[src/rtl/toggle_event_decoder.sv]
// Turns debounced toggle lines into coded events queued in a show-ahead FIFO with a valid/ready handoff.
// Optional feature: define DROP_COUNT_EN to build the saturating drop_count register (otherwise tied to 0).
module toggle_event_decoder #(
  parameter int FIFO_DEPTH  = 4,
  parameter int SYNC_STAGES = 2
) (
  input  logic       clk,
  input  logic       reset,
  input  logic       senal_test,
  input  logic       senal_energia,
  input  logic       senal_medicina,
  input  logic       senal_fot,
  input  logic       senal_ultrasonido,
  input  logic       evt_ready,
  output logic       evt_valid,
  output logic [2:0] evt_code,
  output logic       fifo_full,
  output logic       overflow,
  output logic [7:0] drop_count
);

  localparam int AW = $clog2(FIFO_DEPTH);
  localparam int CW = $clog2(SYNC_STAGES + 1);
  localparam logic [CW-1:0] ARM_LAST = CW'(SYNC_STAGES);
  localparam logic [AW:0]   DEPTH_C  = (AW + 1)'(FIFO_DEPTH);

  typedef enum logic [0:0] {ST_ARM = 1'b0, ST_RUN = 1'b1} state_t;

  // Lowest index wins: bit 0 (test) has the highest priority.
  function automatic logic [4:0] pick_first(input logic [4:0] req);
    logic [4:0] g;
    g = 5'd0;
    for (int i = 4; i >= 0; i--) begin
      if (req[i]) g = 5'd1 << i;
      else        g = g;
    end
    return g;
  endfunction

  function automatic logic [2:0] encode(input logic [4:0] onehot);
    logic [2:0] c;
    case (onehot)
      5'b00001: c = 3'd1;
      5'b00010: c = 3'd2;
      5'b00100: c = 3'd3;
      5'b01000: c = 3'd4;
      5'b10000: c = 3'd5;
      default:  c = 3'd0;
    endcase
    return c;
  endfunction

  logic [4:0]    raw_s;
  logic [4:0]    sync_r [SYNC_STAGES];
  logic [4:0]    sync_out_s;
  logic [4:0]    prev_r;
  logic [4:0]    edge_s;
  logic [4:0]    pend_r, pend_nxt_s;
  logic [4:0]    push_sel_s;
  logic [4:0]    drop_s;
  logic [2:0]    push_code_s;
  logic          push_s, pop_s, full_s;
  state_t        state_r, state_nxt_s;
  logic [CW-1:0] arm_cnt_r, arm_cnt_nxt_s;
  logic [2:0]    mem_r [FIFO_DEPTH];
  logic [AW-1:0] wr_ptr_r, rd_ptr_r, wr_ptr_nxt_s, rd_ptr_nxt_s;
  logic [AW:0]   count_r, count_nxt_s;
  logic [2:0]    head_nxt_s;
  logic          evt_valid_r, fifo_full_r, overflow_r;
  logic [2:0]    evt_code_r;

  assign raw_s      = {senal_ultrasonido, senal_fot, senal_medicina, senal_energia, senal_test};
  assign sync_out_s = sync_r[SYNC_STAGES-1];

  // Input synchronizer chain and previous-value register for edge detection.
  always_ff @(posedge clk or posedge reset) begin
    if (reset) begin
      for (int i = 0; i < SYNC_STAGES; i++) sync_r[i] <= 5'd0;
      prev_r <= 5'd0;
    end else begin
      sync_r[0] <= raw_s;
      for (int i = 1; i < SYNC_STAGES; i++) sync_r[i] <= sync_r[i-1];
      prev_r <= sync_out_s;
    end
  end

  // ARM lasts SYNC_STAGES+1 cycles so levels present at reset flush through without events.
  always_comb begin
    state_nxt_s   = state_r;
    arm_cnt_nxt_s = arm_cnt_r;
    case (state_r)
      ST_ARM: begin
        if (arm_cnt_r == ARM_LAST) state_nxt_s   = ST_RUN;
        else                       arm_cnt_nxt_s = arm_cnt_r + CW'(1);
      end
      ST_RUN:  state_nxt_s = ST_RUN;
      default: state_nxt_s = ST_ARM;
    endcase
  end

  // State register.
  always_ff @(posedge clk or posedge reset) begin
    if (reset) begin
      state_r   <= ST_ARM;
      arm_cnt_r <= '0;
    end else begin
      state_r   <= state_nxt_s;
      arm_cnt_r <= arm_cnt_nxt_s;
    end
  end

  // Pending/push/drop decisions and FIFO pointer arithmetic.
  always_comb begin
    edge_s       = (state_r == ST_RUN) ? (sync_out_s ^ prev_r) : 5'd0;
    full_s       = (count_r == DEPTH_C);
    push_sel_s   = full_s ? 5'd0 : pick_first(pend_r);
    push_s       = |push_sel_s;
    push_code_s  = encode(push_sel_s);
    pop_s        = evt_valid_r & evt_ready;
    // A new edge in the same cycle a bit clears re-arms it rather than counting as a drop.
    pend_nxt_s   = (pend_r & ~push_sel_s) | edge_s;
    drop_s       = edge_s & pend_r & ~push_sel_s;
    count_nxt_s  = count_r + {{AW{1'b0}}, push_s} - {{AW{1'b0}}, pop_s};
    wr_ptr_nxt_s = push_s ? wr_ptr_r + AW'(1) : wr_ptr_r;
    rd_ptr_nxt_s = pop_s  ? rd_ptr_r + AW'(1) : rd_ptr_r;
    if (count_nxt_s == '0)                       head_nxt_s = 3'd0;
    else if (push_s && rd_ptr_nxt_s == wr_ptr_r) head_nxt_s = push_code_s;
    else                                         head_nxt_s = mem_r[rd_ptr_nxt_s];
  end

  // Pending bits, FIFO storage and registered outputs.
  always_ff @(posedge clk or posedge reset) begin
    if (reset) begin
      pend_r      <= 5'd0;
      wr_ptr_r    <= '0;
      rd_ptr_r    <= '0;
      count_r     <= '0;
      evt_valid_r <= 1'b0;
      evt_code_r  <= 3'd0;
      fifo_full_r <= 1'b0;
      overflow_r  <= 1'b0;
      for (int i = 0; i < FIFO_DEPTH; i++) mem_r[i] <= 3'd0;
    end else begin
      pend_r      <= pend_nxt_s;
      wr_ptr_r    <= wr_ptr_nxt_s;
      rd_ptr_r    <= rd_ptr_nxt_s;
      count_r     <= count_nxt_s;
      evt_valid_r <= (count_nxt_s != '0);
      evt_code_r  <= head_nxt_s;
      fifo_full_r <= (count_nxt_s == DEPTH_C);
      overflow_r  <= overflow_r | (|drop_s);
      if (push_s) mem_r[wr_ptr_r] <= push_code_s;
      else        mem_r[wr_ptr_r] <= mem_r[wr_ptr_r];
    end
  end

`ifdef DROP_COUNT_EN
  function automatic logic [2:0] popcount5(input logic [4:0] v);
    logic [2:0] n;
    n = 3'd0;
    for (int i = 0; i < 5; i++) n = n + {2'b00, v[i]};
    return n;
  endfunction

  logic [7:0] drop_count_r;
  logic [8:0] drop_sum_s;

  assign drop_sum_s = {1'b0, drop_count_r} + {6'd0, popcount5(drop_s)};

  // Saturating drop counter; simultaneous drops add together.
  always_ff @(posedge clk or posedge reset) begin
    if (reset)              drop_count_r <= 8'd0;
    else if (drop_sum_s[8]) drop_count_r <= 8'hFF;
    else                    drop_count_r <= drop_sum_s[7:0];
  end

  assign drop_count = drop_count_r;
`else
  assign drop_count = 8'd0;
`endif

  assign evt_valid = evt_valid_r;
  assign evt_code  = evt_code_r;
  assign fifo_full = fifo_full_r;
  assign overflow  = overflow_r;

endmodule

[config.mk]
export PLATFORM = sky130hd
export DESIGN_NAME = toggle_event_decoder
export DESIGN_NICKNAME = d
export VERILOG_FILES = /design/src/rtl/toggle_event_decoder.sv
export SDC_FILE = /design/constraint.sdc
export NUM_CORES = 1
export LEC_CHECK = 0
export ABC_AREA = 1
export CORE_ASPECT_RATIO = 0.8
export CORE_UTILIZATION = 35
export CTS_CLUSTER_SIZE = 30
export DETAILED_ROUTE_END_ITERATION = 6
export GPL_TIMING_DRIVEN = 0
export HOLD_SLACK_MARGIN = 0.06
export SYNTH_ARGS = -nofsm -noshare
export SYNTH_HDL_FRONTEND = slang
export SYNTH_SLANG_ARGS = --single-unit
export TNS_END_PERCENT = 5
[constraint.sdc]
create_clock -name clk -period 4.25 [get_ports clk]
set_clock_uncertainty 0.2 [all_clocks]
set_input_delay 1.275 -clock clk [delete_from_list [all_inputs] [get_ports clk]]
set_output_delay 1.275 -clock clk [all_outputs]
set_load 0.03 [all_outputs]
# Yosys cells after proc, flatten, opt, wreduce, memory -nomap -nowiden
# Cells that the tools add are included.
totals:
  regBits: 48
  latch_bits: 0
  wordCells: 77
  output_inout_bits: 14
  ramBits: 0
  in_bits: 8
  n_memories: 0
  mem_bits_ro: 0
op_classes:
  shifts: 0
  n_reduce_logical: 7
  eq_ne: 9
  order_cmp: 3
  bitwise: 12
  add_sub_neg: 5
  n_div: 0
  multipliers: 0
  n_mux: 24
ops:
  columns: ["operator", "n"]
  rows:
  - ["2-to-1 mux 5 bit", 7]
  - ["bitwise mux 12 bit", 2]
  - ["2-to-1 mux 3 bit", 7]
  - ["AND 5 bit", 3]
  - ["one-hot mux 3 bit (5 select lines)", 1]
  - ["binary-select mux 3 bit (select 2 bit)", 2]
  - ["2-to-1 mux 12 bit", 1]
  - ["OR reduction 5 bit", 2]
  - ["adder 2 x 1 -> 2 bit, second input constant", 3]
  - ["demux 3 bit (select 2 bit)", 1]
  - ["== test 3 bit, second input constant", 2]
  - [">= comparator 3 bit, second input constant", 2]
  - ["inverter 2 -> 3 bit", 2]
  - ["== test 5 x 1 -> 1 bit, second input constant", 1]
  - ["== test 5 x 2 -> 1 bit, second input constant", 1]
  - ["== test 5 x 3 -> 1 bit, second input constant", 1]
  - ["== test 5 x 4 -> 1 bit, second input constant", 1]
  - ["== test 5 bit, second input constant", 1]
  - ["inverter 5 bit", 1]
  - ["OR 5 bit", 1]
  - ["XOR 5 bit", 1]
  - ["adder 3 x 1 -> 3 bit", 1]
  - ["logical NOT 3 bit", 1]
  - ["< comparator 3 x 1 -> 1 bit, second input constant", 1]
  - ["other kinds (12)", 14]

# Depth between registers and ports, before layout
# Gate-level depths: netlist (run 1).
logic_depth:
  ltp_word: 11
  ltp_mapped: 12

# Least setup slack after synthesis (run 1)
# OpenSTA, ideal clock, no wires.
synth_timing:
  kind: "input-to-reg"
  startpoint: "input port evt_ready"
  endpoint: "register evt_code_r[0], in the netlist evt_code[0]"
  t_required_ns: 3.979
  setup_time_ns: 0.071
  arrival_time_ns: 2.680
  n_path_buf: 0
  stages: 12
  slack_ns: 1.299
  path_cell_list: "nand2_1 inv_1 ha_1 inv_1 ha_1 fa_1 inv_1 xor2_1 inv_1 nand2_1 nand2_1 nor2_1"
synth_lines:
  columns: ["item", "line", "source"]
  rows:
  - ["from (decl)", "14", "input logic evt_ready,"]
  - ["AND 1 bit", "119", "pop_s = evt_valid_r & evt_ready;"]
  - ["subtractor 3 x 1 -> 3 bit", "123", "count_nxt_s = count_r + {{AW{1'b0}}, push_s} - {{AW{1'b0}}, pop_s};"]
  - ["net count_nxt_s[2]", "67", "logic [AW:0] count_r, count_nxt_s;"]
  - ["logical NOT 3 bit", "126", "if (count_nxt_s == '0) head_nxt_s = 3'd0;"]
  - ["2-to-1 mux 3 bit", "126", null]
  - ["net head_nxt_s[0]", "68", "logic [2:0] head_nxt_s;"]
  - ["to (signal assigned)", "149", "evt_code_r <= head_nxt_s;"]
  - ["to (decl)", "70", "logic [2:0] evt_code_r;"]
# The timed path passes the listed nets, and every way through them passes these cells. The select of a mux whose other input is x is not followed.
# A chain may end at the register's enable or synchronous reset.

# Worst setup path after layout (run 1)
layout_timing:
  startpoint: "input port evt_ready"
  endpoint: "register evt_code_r[2], in the netlist evt_code[2]"
# The elaborated chain is that of the path after synthesis.

==> run metrics, run 1 <==
status completed; Slew Limit Fails 0; Setup-failing EPs final 0; Synth top area share 52.3%; Hold WC Path Type reg -> reg; pin count of the biggest net entering global routing 27; worst skew pair latency 0.29 ns; Final ANT Viol Nets 0; Worst EP arrival 3.32 ns; Post-Syn Instances between 200 and 300; sw frac 41.9%; Avg Vias per Cell 4.51; Mapped Area 0.00230 mm2; Final #Nets 315; die area between 0.006 and 0.007 mm2; final hold violation count 0; ranking of synthesized cells by area dfrtp_1 (52%), nand2_1 (14%), inv_1 (5.6%); hold buffers post-CTS 0; combinational power share 45.9%; Routed Wire Length 3.93 mm; First-pass DRT Iterations 4; CTS Buffer Depth 2; Total GRT Usage 12.4%; clock power share 15.7%; Crit Path Max Fanout 4; post-cts resize count 0; initial DRC count 117; DRC viols 0; max_cap viols 0; share of cells above drive strength 1 under 10%; wire per inst 10.2 um; Tcrit/Tclk final 77.6%; first-pass GRT wire length 6.60 mm; maximum VDD drop 0.000191 V; Synth Area per Inst 8.47 um2; WP data required between 4 and 5 ns; # clock sinks 48; Synth Register Bits 48; CP Class in -> reg; sequential fraction of the synthesis area 52.3%; top cell type by total area after synthesis dfrtp_1; CTS tree built; Slew @ Worst Pin 0.503 ns; placed wire-length estimate 3.04 mm; total number of vias 1730; vias in the first global route 1487; CP startpoint evt_ready; sequential power share 38.4%; Reg clk slew, reported paths 0.08 ns; f_max 303 MHz; Num CTS Buffers 5; Cell Rows 26; P_leak 0.00139 uW; Synth Warn # 0; number of setup buffers added after CTS 0; routability cong. just under 0.8; clock root cell clkbuf_8; setup tns final 0 ns; Die Width 92.6 um; H-tree Lvls 2; ANT cells 0; CP endpoint kind flop; initial core utilization a little over a third; I/O pin cnt 22; Cell variety after synth 21; area delta synth->final 16.3%; area of the core 0.00638 mm2; CP Launch Type input port; GR Overflow Total 0; fin crit period 3.30 ns; Sw Pwr 729 uW; Int Power 1010 uW; initial antenna violation count 0; RSZ-0062 raised after global routing false; Reg2Reg Launch Point pend_r[0]; min-delay src sync_r[7]; worst rel slew slack approximately two thirds; Port-buffer cells 13; pwr dens about 650 mW/mm2; Pwr Total 1740 uW; Die Y ~74 um
-- synth_stat cells --
cell	count
a21oi_1	8
a31oi_4	1
buf_2	1
buf_4	10
clkinv_1	1
conb_1	1
dfrtp_1	48
fa_1	1
ha_1	7
inv_1	34
nand2_1	84
nand2_2	1
nand3_1	18
nand4_1	2
nor2_1	19
nor2_2	2
nor3_1	6
o211ai_1	8
o21ai_0	14
o31ai_1	1
xor2_1	4
-- critical path, stage by stage --
cell and delay, ns:
clkdlybuf4s50_1 0.46, nand2_1 0.11, inv_1 0.05, ha_1 0.26, inv_1 0.04, ha_1 0.18, fa_1 0.35, inv_1 0.07
xor2_1 0.18, inv_1 0.08, nand2_1 0.11, nand2_1 0.06, nor2_1 0.09
-- cell families (layout without fill, tap and decap cells) --
group / count (synthesis) / after routing / synth area share, %
AOI/OAI and AO/OA: 32 / 32 / 8.67
other: 1 / 8 / 0.163
DFF: 48 / 48 / 52.3
and+or+nand+nor: 132 / 132 / 23.4
buffers and inverters: 46 / 68 / 9.21
xor gates and xnor gates: 4 / 4 / 1.53
adders and majority gates: 8 / 8 / 4.69
-- layout by cell type, fill, tap and decap left out --
| cell type | instances |
|---|---|
| buf_4 | 10 |
| clkbuf_8 | 6 |
| clkinvlp_4 | 1 |
| nor3_1 | 6 |
| clkbuf_1 | 1 |
| dfrtp_1 | 48 |
| o211ai_1 | 8 |
| nor2_1 | 19 |
| clkdlybuf4s50_1 | 13 |
| xor2_1 | 4 |
| conb_1 | 8 |
| ha_1 | 7 |
| clkinv_1 | 1 |
| inv_2 | 1 |
| o21ai_0 | 14 |
| nand3_1 | 18 |
| nand2_2 | 1 |
| a21oi_1 | 8 |
| buf_12 | 1 |
| nand4_1 | 2 |
| nor2_2 | 2 |
| buf_2 | 1 |
| nand2_1 | 84 |
| o31ai_1 | 1 |
| inv_1 | 33 |
| fa_1 | 1 |
| a31oi_4 | 1 |
-- sequential cells by signal (all words and copies together) (netlist names) --
register,flops
mem_r,12
prev_r,5
sync_r,5
wr_ptr_r,2
pend_r,5
sync_out_s,5
state_r,1
rd_ptr_r,2
evt_code,3
arm_cnt_r,2
fifo_full,1
count_r,3
evt_valid,1
overflow,1
-- metal layers --
layer | up-vias | share of wire [%] | track usage (%)
met2 | 43 | 42 | 19.3
met3 | 2 | 4.5 | 3.07
met4 | 0 | 0.56 | 3.65
li1 | 896 | - | -
met1 | 789 | 53 | 17.2
met5 | - | 0 | 0
-- power groups by stage --
stage | combinational (uW) | clock, uW | sequential (uW)
after floorplan | 590 | 0 | 687
after global placement | 794 | 0 | 675
after detailed placement | 798 | 0 | 678
after CTS | 805 | 285 | 667
after global routing | 916 | 300 | 682
final | 798 | 273 | 669
-- cell type report --
| class | count | area, um2 |
|---|---|---|
| Tap cell | 84 | 105 |
| Buffer | 11 | 80.1 |
| Multi-Input combinational cell | 184 | 910 |
| Sequential cell | 48 | 1200 |
| Inverter | 35 | 131 |
| Clock inverter | 1 | 7.51 |
| Timing Repair Buffer | 14 | 150 |
| Fill cell | 651 | 3700 |
| Clock buffer | 7 | 86.3 |
-- through the flow --
stage	area (um2)	worst slack, ns	std cells	utilization, %	hold slack (ns)
floorplan	2320	1.30	278	-	0.131
global placement	2560	0.623	375	40.1	0.134
detailed placement	2580	0.651	376	40.4	0.136
CTS	2670	0.937	384	41.9	0.156
global route	2670	0.768	384	41.9	0.161
finish	2670	0.954	384	41.9	0.154
-- final timing paths --
check	end	slack [ns]	depth (start not counted)
min in group asynchronous	sync_r[8]	1.13	2
worst max register to register	evt_code[2]	1.83	12
worst min register to register	sync_out_s[2]	0.15	0
worst min-delay path	sync_out_s[2]	0.15	0
worst max-delay path	evt_code[2]	0.95	13
max in group asynchronous	rd_ptr_r[1]	2.22	3
No activity file was read; power rests on OpenSTA's default activity.
==> inputs of run 2 (changes only) <==
clock period = 2.7 ns   (was 4.25 ns; I/O delays follow)
==> run 2 against run 1 <==
  * Routed wire length up 0.56%
  * Clock-buffer cell count did not move
  * Utilization increased by 0.43 points
  * Via count grew 1.2%
  * Die area is the same
  * Highest routed layer unchanged
==> run metrics, run 2 (same netlist as run 1, synthesis figures left out) <==
Total GRT Usage 12.4% (about the same); WP data required 2.72 ns (was 4.27 ns); CP bufs+invs 5 (unchanged); Worst path top cell family by delay adder cells (unchanged); commonest cells after routing, fill and taps aside nand2_1 (83), dfrtp_1 (48), inv_1 (33) (was nand2_1 (84), dfrtp_1 (48), inv_1 (33)); Num CTS Buffers 5 (unchanged); CP endpoint kind flop (unchanged); Int Power 1710 uW (was 1010 uW); status completed (unchanged); pin count of the biggest net entering global routing 27 (unchanged); area of the core 0.00638 mm2 (unchanged); CTS Buffer Depth 2 (unchanged); Setup-failing EPs final 0 (unchanged); Port-buffer cells 13 (unchanged); share of cells above drive strength 1 9.87% (was 8.00%); P_leak 0.00141 uW (was 0.00139 uW); Final #Nets 319 (was 315); CP Launch Type input port (unchanged); fin crit period around 2.4 ns; CTS tree built (unchanged); ANT cells 0 (unchanged); pwr dens 1070 mW/mm2 (was 652 mW/mm2); most used cell, CP inv_1 (unchanged); I/O pin cnt 22 (unchanged); die area 0.00689 mm2 (unchanged); Reg clk slew, reported paths 0.08 ns (about the same); Routed Wire Length 3.95 mm (was 3.93 mm); commonest non-fill, non-tap cell in the layout nand2_1 (unchanged); Cell Rows 26 (unchanged); CP peak stage delay 0.35 ns (was 0.46 ns); R2R Setup Slk 0.30 ns (was 1.83 ns); min-delay src sync_r[7] (unchanged); vias in the first global route 1498 (was 1487); Reg2Reg Launch Point pend_r[0] (unchanged); RSZ-0062 raised after global routing false (unchanged); Hold WC Path Type reg -> reg (unchanged); GR Overflow Total 0 (unchanged); largest register by flop count mem_r (unchanged); initial core utilization 36.0% (unchanged); Sw Pwr 1180 uW (was 729 uW); max_cap viols 0 (unchanged); worst reg2reg path endpoint evt_code[1] (was evt_code[2]); wire per inst 10.2 um (about the same); initial antenna violation count 0 (unchanged); Die Width 92.6 um (unchanged); routability cong. 0.792 (unchanged); area delta synth->final 17.5% (was 16.3%); combinational power share 48.7% (was 45.9%); CP Class in -> reg (unchanged); CP Cell Sequence clkbuf_2 -> nand2_1 -> inv_1 -> ha_1 -> inv_1 -> ha_1 -> fa_1 -> inv_1 -> xor2_1 -> inv_1 -> nand2_2 -> nand2_1 -> nor2_1 (was clkdlybuf4s50_1 -> nand2_1 -> inv_1 -> ha_1 -> inv_1 -> ha_1 -> fa_1 -> inv_1 -> xor2_1 -> inv_1 -> nand2_1 -> nand2_1 -> nor2_1); Slew @ Worst Pin 0.503 ns (about the same); worst skew pair latency 0.29 ns (about the same); H-tree Lvls 2 (unchanged); Crit Path Max Fanout 4 (unchanged); Reg2Reg Depth 12 (unchanged); Final ANT Viol Nets 0 (unchanged); hold path depth 0 (unchanged); Worst EP arrival 2.46 ns (was 3.32 ns); total number of vias 1751 (was 1730); maximum VDD drop 0.000300 V (was 0.000191 V); f_max 411 MHz; worst rel slew slack 66.4% (about the same); # clock sinks 48 (unchanged); Slew Limit Fails 0 (unchanged); Post-Layout Cell Count 388 (was 384); First-pass DRT Iterations 4 (unchanged); clock power share 14.9% (was 15.7%); Die Y 74.4 um (unchanged); sequential power share 36.4% (was 38.4%); first-pass GRT wire length 6.62 mm (was 6.60 mm); initial DRC count 161 (was 117); sw frac 40.9% (was 41.9%); Worst path slowest cell fa_1 (was clkdlybuf4s50_1); Avg Vias per Cell 4.51 (about the same); Finished Core Util 42.3% (was 41.9%); placed wire-length estimate 3.04 mm (unchanged); hold endpoint sync_out_s[2] (unchanged); Tcrit/Tclk final 90.1%; DRC viols 0 (unchanged); max FFs per register 12 (unchanged); final hold violation count 0 (unchanged); clock root cell clkbuf_8 (unchanged); Inst Count DP 376 (unchanged)
==> run 2: changes by cell type in the layout (fill, tap and decap cells not counted) <==
cell	change
buf_4	+4
clkbuf_2	+1
clkdlybuf4s50_1	-1
nand2_1	-1
nand2_2	+1
==> run 2: power by group through the flow <==
stage	clock, uW	sequential [uW]	combinational [uW]
floorplan	0	1080	928
global placement	0	1060	1250
detailed placement	0	1070	1260
CTS	448	1050	1390
global route	472	1070	1600
finish	430	1050	1410
==> run 2: stage by stage <==
step	hold WS (ns)	power (uW)	worst slack (ns)	TNS [ns]	instance area [um2]
6_report	0.154	2890	0.268	0	2700
5_1_grt	0.161	3140	0.114	0	2700
3_5_place_dp	0.136	2320	-0.434	-2.04	2580
3_3_place_gp	0.134	2310	-0.462	-24.12	2560
4_1_cts	0.156	2890	0.106	0	2700
2_1_floorplan	0.131	2010	0.214	0	2320
==> run 2: repair_timing <==
action	4_1_cts	5_1_grt
setup buffers	3	1
pin swaps	1	2
gates resized for setup	2	2
endpoints found under the setup margin	4	4
hold buffers	0	0
==> run 2: worst max-delay path by stage <==
stage | cells past startpoint | from | endpoint | slack [ns]
3_5_place_dp | 13 | evt_ready | evt_code[2] | -0.43
4_1_cts | 13 | evt_ready | evt_code[2] | 0.11
2_1_floorplan | 12 | evt_ready | evt_code[0] | 0.21
3_3_place_gp | 2 | reset | rd_ptr_r[0] | -0.46
5_1_grt | 12 | pend_r[1] | evt_code[1] | 0.11
6_report | 13 | evt_ready | evt_code[1] | 0.27
==> run 2: area by class of cell <==
cell class | instances | area, um2
buffer | 11 | 80.1
clock buffer | 7 | 86.3
clock inverter | 1 | 7.51
fill | 649 | 3680
inverter | 35 | 131
multi-input combinational | 184 | 912
sequential | 48 | 1200
tap | 84 | 105
timing repair buffer | 18 | 175
==> run 2: routing by layer <==
metal  vias up  track usage (%)  routed length, um
met5         -                0                  0
met4         0             3.65                 22
met3         2             3.07                168
met2        45             19.5               1680
met1       799             17.2               2080
li1        905                -                  -
